**src/rtl/core85_pkg.sv**
```systemverilog
// core85_pkg: shared constants for the 8085-style core interrupt logic
// Contents: interrupt source codes, restart vectors, SIM/RIM bit positions,
//   scheduler FSM encodings and a source-to-vector lookup.
package core85_pkg;
    localparam logic [2:0] SRC_NONE = 3'd0;
    localparam logic [2:0] SRC_TRAP = 3'd1;
    localparam logic [2:0] SRC_R75  = 3'd2;
    localparam logic [2:0] SRC_R65  = 3'd3;
    localparam logic [2:0] SRC_R55  = 3'd4;
    localparam logic [2:0] SRC_INTR = 3'd5;

    localparam logic [15:0] VEC_TRAP = 16'h0024;
    localparam logic [15:0] VEC_R75  = 16'h003C;
    localparam logic [15:0] VEC_R65  = 16'h0034;
    localparam logic [15:0] VEC_R55  = 16'h002C;

    localparam int SIM_MSE = 3;
    localparam int SIM_R75 = 4;
    localparam int SIM_SOE = 6;
    localparam int SIM_SOD = 7;

    localparam int RIM_SID = 7;
    localparam int RIM_I75 = 6;
    localparam int RIM_I65 = 5;
    localparam int RIM_I55 = 4;
    localparam int RIM_IE  = 3;

    localparam logic ST_IDLE = 1'b0;
    localparam logic ST_PEND = 1'b1;

    // INTR (and none) return 0: INTR is vectored by the INTA cycle instead
    function automatic logic [15:0] src_vec(input logic [2:0] src);
        return (src == SRC_TRAP) ? VEC_TRAP :
               (src == SRC_R75)  ? VEC_R75  :
               (src == SRC_R65)  ? VEC_R65  :
               (src == SRC_R55)  ? VEC_R55  : 16'h0000;
    endfunction
endpackage

```
**src/rtl/intr_sync_edge.sv**
```systemverilog
// intr_sync_edge: multi-flop pin synchroniser with rising-edge detect
// Ports: clk_ clock; rst_ async active-low reset; pin raw input;
//   lvl synchronised level; rise one-clock pulse on a synchronised 0->1.
module intr_sync_edge #(
    parameter int SYNC_STAGES = 2
) (
    input  logic clk_,
    input  logic rst_,
    input  logic pin,
    output logic lvl,
    output logic rise
);
    // sr[SYNC_STAGES-1] is the synchronised level; the extra top bit is its delayed copy
    logic [SYNC_STAGES:0] sr;

    always_ff @(posedge clk_ or negedge rst_) begin
        if (!rst_) sr <= '0;
        else       sr <= {sr[SYNC_STAGES-1:0], pin};
    end

    assign lvl  = sr[SYNC_STAGES-1];
    assign rise = lvl & ~sr[SYNC_STAGES];
endmodule

```
**src/rtl/intr_control.sv**
```systemverilog
// intr_control: 8085-style interrupt scheduler (sync, latch, mask, prioritise, vector)
// Ports: clk_ clock; rst_ async active-low reset; pin_trap/r75/r65/r55/intr raw pins;
//   ckpt instruction boundary; halt samples every clock; ei/di IE strobes;
//   sim_wr/acc SIM write; iack vector taken; ireq/isrc/ivadd/is_intr pending request;
//   rim_dat RIM status byte.
// Build option INTC_SERIAL_EN: adds pin_sid (into rim_dat[7]) and pin_sod (SIM serial out).
module intr_control
    import core85_pkg::*;
#(
    parameter int SYNC_STAGES = 2,
    parameter bit PRIO_LOCK   = 1'b1
) (
    input  logic        clk_,
    input  logic        rst_,
    input  logic        pin_trap,
    input  logic        pin_r75,
    input  logic        pin_r65,
    input  logic        pin_r55,
    input  logic        pin_intr,
    input  logic        ckpt,
    input  logic        halt,
    input  logic        ei,
    input  logic        di,
    input  logic        sim_wr,
    input  logic [7:0]  acc,
    input  logic        iack,
    output logic        ireq,
    output logic [2:0]  isrc,
    output logic [15:0] ivadd,
    output logic        is_intr,
    output logic [7:0]  rim_dat
`ifdef INTC_SERIAL_EN
    ,
    input  logic        pin_sid,
    output logic        pin_sod
`endif
);
    logic [4:0] pins, lvl, rise;
    logic [2:0] mask, pick;
    logic       ie, ei_pend, r75_l, trap_l, state, trap_eff, take, ack, preempt, sid;
    logic       unused_bits;

    assign pins = {pin_intr, pin_r55, pin_r65, pin_r75, pin_trap};

    intr_sync_edge #(.SYNC_STAGES(SYNC_STAGES)) u_sync [4:0] (
        .clk_ (clk_),
        .rst_ (rst_),
        .pin  (pins),
        .lvl  (lvl),
        .rise (rise)
    );

`ifdef INTC_SERIAL_EN
    logic sid_rise;
    intr_sync_edge #(.SYNC_STAGES(SYNC_STAGES)) u_sid (
        .clk_ (clk_),
        .rst_ (rst_),
        .pin  (pin_sid),
        .lvl  (sid),
        .rise (sid_rise)
    );
    assign unused_bits = ^{rise[4:2], sid_rise, acc[5]};

    always_ff @(posedge clk_ or negedge rst_) begin
        if (!rst_)                      pin_sod <= 1'b0;
        else if (sim_wr && acc[SIM_SOE]) pin_sod <= acc[SIM_SOD];
    end
`else
    assign sid         = 1'b0;
    assign unused_bits = ^{rise[4:2], acc[7:5]};
`endif

    // TRAP counts only while both the edge latch and the level are still high
    assign trap_eff = trap_l & lvl[0];
    assign pick = trap_eff                       ? SRC_TRAP :
                  (ie && !mask[2] && r75_l)      ? SRC_R75  :
                  (ie && !mask[1] && lvl[2])     ? SRC_R65  :
                  (ie && !mask[0] && lvl[3])     ? SRC_R55  :
                  (ie && lvl[4])                 ? SRC_INTR : SRC_NONE;
    assign take    = (state == ST_IDLE) && (ckpt || halt) && (pick != SRC_NONE);
    assign ack     = (state == ST_PEND) && iack;
    // only TRAP can outrank a pending source, so pick is TRAP whenever this fires
    assign preempt = !PRIO_LOCK && (state == ST_PEND) && !iack && trap_eff && (isrc != SRC_TRAP);

    always_ff @(posedge clk_ or negedge rst_) begin
        if (!rst_) begin
            state   <= ST_IDLE;
            isrc    <= SRC_NONE;
            ivadd   <= 16'h0000;
            is_intr <= 1'b0;
            mask    <= 3'b111;
            ie      <= 1'b0;
            ei_pend <= 1'b0;
            r75_l   <= 1'b0;
            trap_l  <= 1'b0;
        end else begin
            trap_l  <= rise[0] | (trap_l & lvl[0] & ~(ack & (isrc == SRC_TRAP)));
            // a new R7.5 edge beats a same-clock SIM reset
            r75_l   <= rise[1] | (r75_l & ~(ack & (isrc == SRC_R75)) & ~(sim_wr & acc[SIM_MSE] & acc[SIM_R75]));
            mask    <= (sim_wr && acc[SIM_MSE]) ? acc[2:0] : mask;
            ei_pend <= di ? 1'b0 : ei ? 1'b1 : ckpt ? 1'b0 : ei_pend;
            // EI takes effect after the boundary that ends the EI instruction
            ie      <= (di || take) ? 1'b0 : (ckpt && ei_pend) ? 1'b1 : ie;
            if (take || preempt) begin
                state   <= ST_PEND;
                isrc    <= pick;
                ivadd   <= src_vec(pick);
                is_intr <= (pick == SRC_INTR);
            end else if (ack) begin
                state   <= ST_IDLE;
                isrc    <= SRC_NONE;
                ivadd   <= 16'h0000;
                is_intr <= 1'b0;
            end
        end
    end

    assign ireq    = (state == ST_PEND);
    assign rim_dat = {sid, r75_l, lvl[2], lvl[3], ie, mask};
endmodule

```
**config.mk**
```make
export PLATFORM = sky130hd
export DESIGN_NAME = intr_control
export DESIGN_NICKNAME = d
export VERILOG_FILES = /design/src/rtl/core85_pkg.sv /design/src/rtl/intr_sync_edge.sv /design/src/rtl/intr_control.sv
export SDC_FILE = /design/constraint.sdc
export NUM_CORES = 1
export LEC_CHECK = 0
export CELL_PAD_IN_SITES_DETAIL_PLACEMENT = 0
export CELL_PAD_IN_SITES_GLOBAL_PLACEMENT = 1
export CORE_ASPECT_RATIO = 0.5
export CORE_MARGIN = 5
export CORE_UTILIZATION = 34
export DETAILED_ROUTE_END_ITERATION = 7
export PLACE_DENSITY = 0.88
export SYNTH_ARGS = -nofsm -noshare
export SYNTH_HDL_FRONTEND = slang
export SYNTH_SLANG_ARGS = --single-unit
export TNS_END_PERCENT = 10
```
**constraint.sdc**
```tcl
create_clock -name clk_ -period 4.3 [get_ports clk_]
set_input_delay 0.645 -clock clk_ [delete_from_list [all_inputs] [get_ports clk_]]
set_output_delay 0.645 -clock clk_ [all_outputs]
set_load 0.1 [all_outputs]
```
==> impl_metrics.csv <==
group,metric,value,unit
run_status,status,"complete, no violations",
clock_network,holdBufCountCts,0,
worst_setup_path,cp_top_family,"buffers and inverters",
route,detail-route-antenna-nets,0,
yosys,synth_xor_area_share,0,%
placement,hpwlAfterDp,1.79,mm
floorplan,core_area,3380,um^2
timing,skew,0.00150,ns
yosys,synthFlopType,"dfrtp_1",
global_route,grt_pass1_vias,817,
yosys,synth_cell_types,32,
clock_network,clockRootBuffer,"clkbuf_8",
yosys,yosys_warnings,0,
route,dr_total_vias,802,
cells_and_area,multiInputGateArea,393,um^2
cells_and_area,regArea,679,um^2
clock_network,cts_resized,0,
clock_network,cts_max_level,1,
route,route.detailed.drc,0,
worst_setup_path,endpoint_kind,"output pin",
cells_and_area,syn2layout_area_growth,29.6,%
power,power,883,uW
timing,finalSetupViolCount,0,
floorplan,start_util,34.9,%
power,power_density,579,nW/um^2
cells_and_area,fillCellCount,322,
placement,place_ws,1.95,ns
clock_network,cts_made_buffers,3,
floorplan,die-area,4810,um^2
route,finalWirelength,2.23,mm
worst_setup_path,r2r_setup_slack,2.72,ns
timing,fin_ws,1.65,ns
global_route,overflow,0,
yosys,synth-edff-count,0,
timing,hold_viol,0,
worst_setup_path,cp_max_fo,4,
worst_setup_path,critPathMaxStageDelay,1.15,ns
yosys,synth.area.top_cells,"dfrtp_1 51%, buf_4 11%, dfstp_2 6.7%",
floorplan,die_h,51.6,um
clock_network,clk_pin_slew,0.09,ns
yosys,ys_ff_latch,27,
global_route,antenna_found_initial,0,
worst_setup_path,crit_arrival,2.01,ns
placement,gp_congestion,0.797,
clock_network,post_cts_buffers,0,
yosys,synth.avg_cell_area,11.8,um^2
yosys,synth_fa_ha_area_share,0,%
yosys,yosys.area_share.simple,11.6,%
route,drt_iter0_drc,57,
timing,relSlewSlack,34.4,%
cells_and_area,drive_above_1_share,12.1,%
timing,tns,0,ns
floorplan,rows,15,
timing,fmax,377,MHz
yosys,synth_top_family_by_area,"compound AO/OA/AOI/OAI gates",
worst_setup_path,critPathKind,"reg2out",
power,max-vdd-ir-drop,0.195,mV
cells_and_area,final_nets,154,
global_route,grt_pass1_wl,3.88,mm
timing,fin_crit,2.65,ns
yosys,muxShareOfSynthArea,2.87,%
timing,finalCritPeriodShare,61.7,%
min_path,min_path_type,"reg2reg",
timing,rsz0062_at_grt,"no",
yosys,netlist.area_leader.share,51.0,%
flow_run,maxCapViolCount,0,
worst_setup_path,timing.critical_path.buf_inv,1,
yosys,synth_top_cell_by_area,"dfrtp_1",
worst_setup_path,slowest_stage,"clkdlybuf4s50_1",
yosys,synthArstFlopShare,100,%
worst_setup_path,start_kind,"register",
route,first_pass_iters,4,
route,via_per_inst,4.61,
cells_and_area,finalInstanceArea,1530,um^2
global_route,grt_max_degree,17,
floorplan,die_width,93.2,um
clock_network,clk_path_buf_depth,2,
timing,worstMarginPinSlew,0.980,ns
yosys,synth_common_cells,"24 x dfrtp_1, 18 x buf_4, 8 x nand2_1",
yosys,syn_area,1180,um^2
cells_and_area,n_antenna_cell,0,
route,wire_per_inst,12.8,um
yosys,syn-instance-count,100,
clock_network,cts.sink_count,27,
global_route,grtUsageTotal,10.3,%
yosys,ys_seq_area_share,57.7,%
timing,drv_slew,0,
clock_network,clock_latency,0.27,ns
floorplan,io_pins,50,
placement,numPortBuffers,33,
power,power_leakage,0.000668,uW
yosys,synth-compound-area-share,14.8,%
worst_setup_path,worstPathRequired,3.65,ns
yosys,yosysMostFrequentCell,"dfrtp_1",
worst_setup_path,worstPathCellList,"clkdlybuf4s50_1",
timing,hold_slack,0.355,ns
placement,placed_cell_area,1480,um^2
clock_network,cts_tree,"yes",
-- worst paths after layout --
kind,startpoint,cells past startpoint,to
max in group asynchronous,rst_,2,mask[1]$_DFFE_PN1P_
worst min register to register,u_sync[4].sr[0]$_DFF_PN0_,0,u_sync[4].sr[1]$_DFF_PN0_
min in group asynchronous,rst_,1,u_sync[1].sr[0]$_DFF_PN0_
worst max register to register,mask[2]$_DFFE_PN1P_,4,ie$_DFFE_PN0P_
worst max-delay path,mask[2]$_DFFE_PN1P_,1,rim_dat[2]
worst min-delay path,u_sync[4].sr[0]$_DFF_PN0_,0,u_sync[4].sr[1]$_DFF_PN0_
-- through the flow --
step	instances	util, %
6_report	174	45.2
5_1_grt	174	45.2
4_1_cts	174	45.2
3_5_place_dp	170	43.7
3_3_place_gp	170	43.7
2_1_floorplan	112	-
-- layout make-up --
type                       instances  share of cell area (%)
sequential                        27                    44.5
multi-input combinational         63                    25.7
timing repair buffer              34                    22.1
tap                               42                    3.44
clock buffer                       3                    2.70
inverter                           4                   0.984
clock inverter                     1                   0.492
-- cells in the final DEF, fill, tap and decap left out, drive strengths merged, types with 2 or more instances in the layout --
| cell type | instances |
|---|---|
| dfstp | 3 |
| nand2 | 8 |
| mux2 | 3 |
| inv | 4 |
| nor2 | 4 |
| a21oi | 5 |
| nand3 | 2 |
| o2bb2ai | 3 |
| clkdlybuf4s50 | 33 |
| clkbuf | 3 |
| nand2b | 3 |
| conb | 13 |
| dfrtp | 24 |
| o21ai | 4 |
| nor2b | 3 |
-- sequential cells by signal, summed over array words and instances, names as in the netlist --
| signal | flops |
|---|---|
| r75_l | 1 |
| mask | 3 |
| u_sync.sr | 12 |
| ie | 1 |
| isrc | 3 |
| ireq | 1 |
| is_intr | 1 |
| trap_l | 1 |
| ivadd | 3 |
| ei_pend | 1 |
-- cell families (layout without fill, tap and decap cells) --
family / after synthesis / after routing
flip-flops: 27 / 27
multiplexers: 3 / 3
other: 1 / 13
AO/OA/AOI/OAI: 23 / 23
AND/OR/NAND/NOR: 24 / 24
buffers and inverters: 22 / 42
-- routing by layer --
layer  up-vias  part of all wire, %  track usage (%)
li1        384                    -                -
met1       382                   48             14.0
met2        36                   45             16.0
met3         0                  6.7             3.18
met4         0                    0             2.92
met5         -                    0                0
-- power by group --
part | leakage (uW) | switching (uW) | internal, uW
combinational | 0.000322 | 325 | 97.2
clock | 0.0000217 | 80.1 | 65.8
sequential | 0.000324 | 26.9 | 289
-- worst reg2reg max path, cell delays in order (launching register included) --
cell and delay [ns]:
dfstp_2 0.58, nor2b_4 0.05, o41a_1 0.42, o21ai_1 0.25, nor3b_2 0.20
(Power assumes the default switching activity.)
